==> src/rtl/mlp_seq_ctrl.sv <==
// Sequencer for a two-layer MLP over a lane-parallel MAC: loads inputs and weight rows,
// issues MAC beats, writes each neuron result back and tracks the output-layer argmax.
module mlp_seq_ctrl #(
  parameter int LANES  = 50,
  parameter int N_IN   = 1000,
  parameter int N_HID  = 100,
  parameter int N_OUT  = 2,
  parameter int DATA_W = 8,
  parameter int AW     = 12,
  localparam int C1    = (N_IN + LANES - 1) / LANES,
  localparam int C2    = (N_HID + LANES - 1) / LANES,
  localparam int C_MAX = (C1 > C2) ? C1 : C2,
  localparam int WAW   = $clog2(C_MAX + 1),
  localparam int CAT_W = (N_OUT > 1) ? $clog2(N_OUT) : 1
) (
  input  logic                     clk,
  input  logic                     reset,
  input  logic                     start,
  output logic                     busy,
  input  logic                     in_valid,
  output logic                     in_ready,
  input  logic                     w_valid,
  output logic                     w_ready,
  output logic                     act_re,
  output logic                     act_we,
  output logic                     act_wsel,
  output logic [AW-1:0]            act_addr,
  output logic                     w_we,
  output logic                     w_re,
  output logic [WAW-1:0]           w_addr,
  output logic                     mac_clr,
  output logic                     mac_en,
  output logic                     mac_bias,
  input  logic                     res_valid,
  input  logic signed [DATA_W-1:0] res_data,
  output logic                     done,
  output logic [CAT_W-1:0]         category
);

  localparam int HID_BASE = C1 * LANES;
  localparam int OUT_BASE = HID_BASE + C2 * LANES;
  localparam int N_MAX    = (N_HID > N_OUT) ? N_HID : N_OUT;
  localparam int NW       = (N_MAX > 1) ? $clog2(N_MAX) : 1;

  localparam logic [AW-1:0]  LANES_A    = AW'(LANES);
  localparam logic [AW-1:0]  HID_A      = AW'(HID_BASE);
  localparam logic [AW-1:0]  OUT_A      = AW'(OUT_BASE);
  localparam logic [WAW-1:0] C1_W       = WAW'(C1);
  localparam logic [WAW-1:0] C2_W       = WAW'(C2);
  localparam logic [WAW-1:0] C1_LAST    = WAW'(C1 - 1);
  localparam logic [NW-1:0]  N_HID_LAST = NW'(N_HID - 1);
  localparam logic [NW-1:0]  N_OUT_LAST = NW'(N_OUT - 1);

  typedef enum logic [2:0] {
    S_IDLE, S_LOAD_IN, S_LOAD_W, S_MAC, S_WAIT, S_WB, S_DONE
  } state_t;

  state_t                     state_q, state_d;
  logic [WAW-1:0]             k_q, k_d;
  logic [WAW-1:0]             j_q, j_d;
  logic [WAW-1:0]             i_q, i_d;
  logic [NW-1:0]              n_q, n_d;
  logic                       layer_q, layer_d;
  logic [CAT_W-1:0]           cat_q, cat_d;
  logic signed [DATA_W-1:0]   best_q, best_d;

  logic                       mac_en_p0, mac_clr_p0, mac_bias_p0;
  logic                       mac_en_p1, mac_clr_p1, mac_bias_p1;

  logic [WAW-1:0]             cl;
  logic [NW-1:0]              n_last;
  logic [AW-1:0]              in_base;

  assign cl      = layer_q ? C2_W : C1_W;
  assign n_last  = layer_q ? N_OUT_LAST : N_HID_LAST;
  assign in_base = layer_q ? HID_A : '0;

  always_comb begin
    state_d     = state_q;
    k_d         = k_q;
    j_d         = j_q;
    i_d         = i_q;
    n_d         = n_q;
    layer_d     = layer_q;
    cat_d       = cat_q;
    best_d      = best_q;
    busy        = 1'b0;
    in_ready    = 1'b0;
    w_ready     = 1'b0;
    act_re      = 1'b0;
    act_we      = 1'b0;
    act_wsel    = 1'b0;
    act_addr    = '0;
    w_we        = 1'b0;
    w_re        = 1'b0;
    w_addr      = '0;
    done        = 1'b0;
    mac_en_p0   = 1'b0;
    mac_clr_p0  = 1'b0;
    mac_bias_p0 = 1'b0;

    unique case (state_q)
      S_IDLE: begin
        if (start) begin
          state_d = S_LOAD_IN;
          k_d     = '0;
        end
      end

      S_LOAD_IN: begin
        busy     = 1'b1;
        in_ready = 1'b1;
        act_addr = AW'(k_q) * LANES_A;
        if (in_valid) begin
          act_we = 1'b1;
          if (k_q == C1_LAST) begin
            state_d = S_LOAD_W;
            layer_d = 1'b0;
            n_d     = '0;
            j_d     = '0;
          end else begin
            k_d = k_q + WAW'(1);
          end
        end
      end

      // Row CL of each neuron's weight stream is its bias row
      S_LOAD_W: begin
        busy    = 1'b1;
        w_ready = 1'b1;
        w_addr  = j_q;
        if (w_valid) begin
          w_we = 1'b1;
          if (j_q == cl) begin
            state_d = S_MAC;
            i_d     = '0;
          end else begin
            j_d = j_q + WAW'(1);
          end
        end
      end

      S_MAC: begin
        busy        = 1'b1;
        act_re      = 1'b1;
        w_re        = 1'b1;
        act_addr    = in_base + AW'(i_q) * LANES_A;
        w_addr      = i_q;
        mac_en_p0   = 1'b1;
        mac_clr_p0  = (i_q == '0);
        mac_bias_p0 = (i_q == cl);
        if (i_q == cl) begin
          state_d = S_WAIT;
        end else begin
          i_d = i_q + WAW'(1);
        end
      end

      S_WAIT: begin
        busy = 1'b1;
        if (res_valid) begin
          state_d = S_WB;
        end
      end

      // Strict greater-than keeps the lowest index on ties
      S_WB: begin
        busy     = 1'b1;
        act_we   = 1'b1;
        act_wsel = 1'b1;
        act_addr = (layer_q ? OUT_A : HID_A) + AW'(n_q);
        if (layer_q && ((n_q == '0) || (res_data > best_q))) begin
          best_d = res_data;
          cat_d  = CAT_W'(n_q);
        end
        if (n_q != n_last) begin
          n_d     = n_q + NW'(1);
          j_d     = '0;
          state_d = S_LOAD_W;
        end else if (!layer_q) begin
          layer_d = 1'b1;
          n_d     = '0;
          j_d     = '0;
          state_d = S_LOAD_W;
        end else begin
          state_d = S_DONE;
        end
      end

      S_DONE: begin
        done    = 1'b1;
        state_d = S_IDLE;
      end

      default: state_d = S_IDLE;
    endcase
  end

  // p0 -> p1: MAC strobes trail the issuing read by the 1-cycle memory latency
  always_ff @(posedge clk) begin
    if (reset) begin
      state_q     <= S_IDLE;
      k_q         <= '0;
      j_q         <= '0;
      i_q         <= '0;
      n_q         <= '0;
      layer_q     <= 1'b0;
      cat_q       <= '0;
      mac_en_p1   <= 1'b0;
      mac_clr_p1  <= 1'b0;
      mac_bias_p1 <= 1'b0;
    end else begin
      state_q     <= state_d;
      k_q         <= k_d;
      j_q         <= j_d;
      i_q         <= i_d;
      n_q         <= n_d;
      layer_q     <= layer_d;
      cat_q       <= cat_d;
      mac_en_p1   <= mac_en_p0;
      mac_clr_p1  <= mac_clr_p0;
      mac_bias_p1 <= mac_bias_p0;
    end
  end

  always_ff @(posedge clk) begin
    best_q <= best_d;
  end

  assign mac_en   = mac_en_p1;
  assign mac_clr  = mac_clr_p1;
  assign mac_bias = mac_bias_p1;
  assign category = cat_q;

endmodule

==> config.mk <==
export PLATFORM = sky130hd
export DESIGN_NAME = mlp_seq_ctrl
export DESIGN_NICKNAME = d
export VERILOG_FILES = /design/src/rtl/mlp_seq_ctrl.sv
export SDC_FILE = /design/constraint.sdc
export NUM_CORES = 1
export LEC_CHECK = 0
export BUFFER_PORTS_ARGS = -buffer_cell sky130_fd_sc_hd__buf_2
export CORE_UTILIZATION = 45
export DETAILED_ROUTE_END_ITERATION = 7
export SETUP_SLACK_MARGIN = 0.1
export SKIP_CTS_REPAIR_TIMING = 1
export SLEW_MARGIN = 30
export SYNTH_ARGS = -nofsm -noshare
export SYNTH_HDL_FRONTEND = slang
export SYNTH_SLANG_ARGS = --single-unit
==> constraint.sdc <==
create_clock -name clk -period 3.95 [get_ports clk]
set_clock_uncertainty 0.1 [all_clocks]
set_input_delay 0.395 -clock clk [delete_from_list [all_inputs] [get_ports clk]]
set_output_delay 0.395 -clock clk [all_outputs]
set_load 0.02 [all_outputs]
==> flow_summary_export.csv <==
group,metric,value,unit
status,status,"finished clean",
placed_design,gp_congestion,0.856,
sta,hold_viol_final,0,
detailed_routing,wire_per_inst,15.3,um
floorplan,ios,44,
global_routing,grt_pass1_wl,13900,um
setup_path,cp.required,3.45,ns
final_layout,regArea,850,um^2
detailed_routing,first_pass_iters,4,
sta,slew_headroom,49.0,%
final_layout,n_antenna_cell,0,
synthesis,async_flop_share,0,%
global_routing,grt_usage,20.6,%
synthesis,syn-cell-area,3590,um^2
placed_design,port_buffers,43,
synthesis,ys_dominant_reg_cell,"dfxtp_1",
power_and_ir_drop,power_switching,0.000545,W
final_layout,layout.nets,519,
setup_path,worst_setup_path_start_kind,"flop",
power_and_ir_drop,pwr-share-clk,20.8,%
detailed_routing,drt-total-wl,8310,um
sta,grt_setup_unrepaired,"true",
detailed_routing,drt_iter0_drc,124,
clock_tree,cts_sinks,38,
floorplan,core,7730,um^2
final_layout,area_growth,13.7,%
detailed_routing,via_per_inst,5.52,
synthesis,synth.most_common_cell,"ha_1",
synthesis,postSynthAreaPerCell,9.01,um^2
power_and_ir_drop,ir_drop,0.134,mV
floorplan,die-height,91.4,um
final_layout,drive_gt1_share,23.5,%
synthesis,synth_edf_count,8,
power_and_ir_drop,leakagePower,1.94,nW
hold_path,hold_class,"primary input to flop",
floorplan,rows,32,
placed_design,hpwl,6370,um
flow_run,drv_cap,0,
synthesis,ys_top_cells_by_count,"ha_1, nor2_1, inv_1",
clock_tree,cts_buffer_depth,2,
sta,finalSetupTns,0,ns
synthesis,syn_nets,477,
global_routing,grt_pass1_vias,2896,
global_routing,antenna_found_initial,0,
sta,finalCritPeriodShare,95.1,%
final_layout,fillers,764,
detailed_routing,vias,3004,
setup_path,critPathCaptureType,"output pin",
floorplan,dieArea,8350,um^2
sta,setup_slack,0.192,ns
setup_path,critPathMaxFanout,7,
synthesis,yosys_warnings,0,
sta,slew_violations,0,
placed_design,place_ws,0.272,ns
clock_tree,cts_max_level,2,
power_and_ir_drop,p_per_area,313,nW/um^2
synthesis,ys_types,70,
sta,worstMarginPinSlew,0.764,ns
power_and_ir_drop,p_comb_share,41.8,%
power_and_ir_drop,p_int,0.000736,W
clock_tree,insertion_delay,0.29,ns
clock_tree,path_clk_slew,0.08,ns
detailed_routing,route.detailed.drc,0,
sta,max_freq,0.266,GHz
final_layout,multi_input_area,2620,um^2
sta,whs,0.191,ns
synthesis,synth.largest_area_cell,"ha_1",
floorplan,die_w,91.4,um
synthesis,synth.top_cells.by_area,"ha_1, dfxtp_1, edfxtp_1",
synthesis,seq_area_frac_synth,23.4,%
clock_tree,cts_tree,"yes",
global_routing,grt_max_degree,30,
global_routing,grt_overflow_total,0,
clock_tree,numCtsBuffers,5,
synthesis,synth_cells,399,
sta,min_period,3.76,ns
final_layout,postLayoutCoreUtil,52.9,%
detailed_routing,antenna_left,0,
synthesis,ys_seq_elements,38,
setup_path,cp.arrival,3.26,ns
floorplan,initial_core_util,46.5,%
setup_path,critPathKind,"flop to output pin",
sta,finalSetupViolations,0,
clock_tree,cts_root_buf,"clkbuf_8",
power_and_ir_drop,p_sw_share,42.5,%
power_and_ir_drop,seq_power_share,37.4,%
synthesis,synth_top_area_share,21.6,%
## through the flow
step / instances / instance area, um^2 / power (W)
2_1_floorplan: 399 / 3590 / 0.000905
3_3_place_gp: 534 / 3880 / 0.00102
3_5_place_dp: 534 / 3880 / 0.00102
4_1_cts: 542 / 3960 / 0.00128
5_1_grt: 544 / 4090 / 0.00135
6_report: 544 / 4090 / 0.00128
## power by group through the flow
stage	registers (W)	clock network (W)	logic (W)
4_1_cts	0.000480	0.000270	0.000535
3_3_place_gp	0.000488	0	0.000530
2_1_floorplan	0.000453	0	0.000452
6_report	0.000479	0.000266	0.000536
5_1_grt	0.000485	0.000283	0.000582
3_5_place_dp	0.000488	0	0.000533
## worst paths after layout
check                                              from                      end  slack, ns  cells after the start
worst max-delay path                i_q[1]$_SDFFE_PP0P_              act_addr[9]       0.19                     13
worst min-delay path                        res_data[3]      best_q[3]$_DFFE_PP_       0.19                      1
worst max register to register  state_q[1]$_SDFFE_PP0P_  state_q[0]$_SDFFE_PP0P_       1.24                      7
worst min register to register    category$_SDFFE_PP0P_    category$_SDFFE_PP0P_       0.38                      2
## kinds of logic after synthesis
family | share of synthesized area (%)
buffers and inverters | 6.41
and+or+nand+nor | 18.5
AOI/OAI and AO/OA | 20.2
muxes | 1.95
xor gates and xnor gates | 6.82
adders and majority gates | 22.7
DFF | 23.4
## routing by layer
layer / GRT usage (%) / share of wire, % / vias to the layer above
li1: - / - / 1517
met4: 6.75 / 1.1 / 0
met2: 33.0 / 47 / 59
met5: 0 / 0 / -
met1: 28.4 / 48 / 1421
met3: 3.02 / 4.2 / 7
## placed cells by master, fill, tap and decap left out, types with 5 or more instances in the layout
| cell type | Yosys | final |
|---|---|---|
| nand2_1 | 20 | 20 |
| inv_1 | 32 | 31 |
| nor2_1 | 37 | 37 |
| a21oi_1 | 26 | 21 |
| edfxtp_1 | 8 | 8 |
| dfxtp_1 | 30 | 27 |
| a21oi_2 | 0 | 5 |
| ha_1 | 62 | 57 |
| mux2i_1 | 7 | 7 |
| nor2b_1 | 6 | 6 |
| xor2_1 | 9 | 9 |
| o21ai_0 | 14 | 13 |
| clkbuf_8 | 0 | 5 |
| a21o_1 | 5 | 5 |
| nor3_1 | 13 | 13 |
| buf_2 | 2 | 42 |
| buf_4 | 4 | 9 |
| nand3_1 | 12 | 12 |
| xnor2_1 | 19 | 18 |
## critical path, stage by stage, from the launching register on
cell and delay, ns:
dfxtp_4 0.37, inv_1 0.13, ha_4 0.22, ha_1 0.28, ha_2 0.21, fa_2 0.42, xor2_1 0.18, ha_1 0.34
inv_2 0.08, o21bai_1 0.09, a21oi_2 0.18, xor2_1 0.18, o22ai_1 0.10, buf_4 0.19
## state kept, by name (all words and copies together) (netlist names)
name and flops:
best_q 8, n_q 7, i_q 5, j_q 5, k_q 5, state_q 3, category 1, layer_q 1
mac_bias 1, mac_clr 1, mac_en 1
## cell type report
class	count	area share (%)
clock inverters	2	0.214
clock buffers	6	1.78
inverters	34	3.18
repair buffers	51	6.80
multi-input cells	311	64.1
well taps	102	3.12
flip-flops and latches	38	20.8
(Power assumes the default switching activity.)
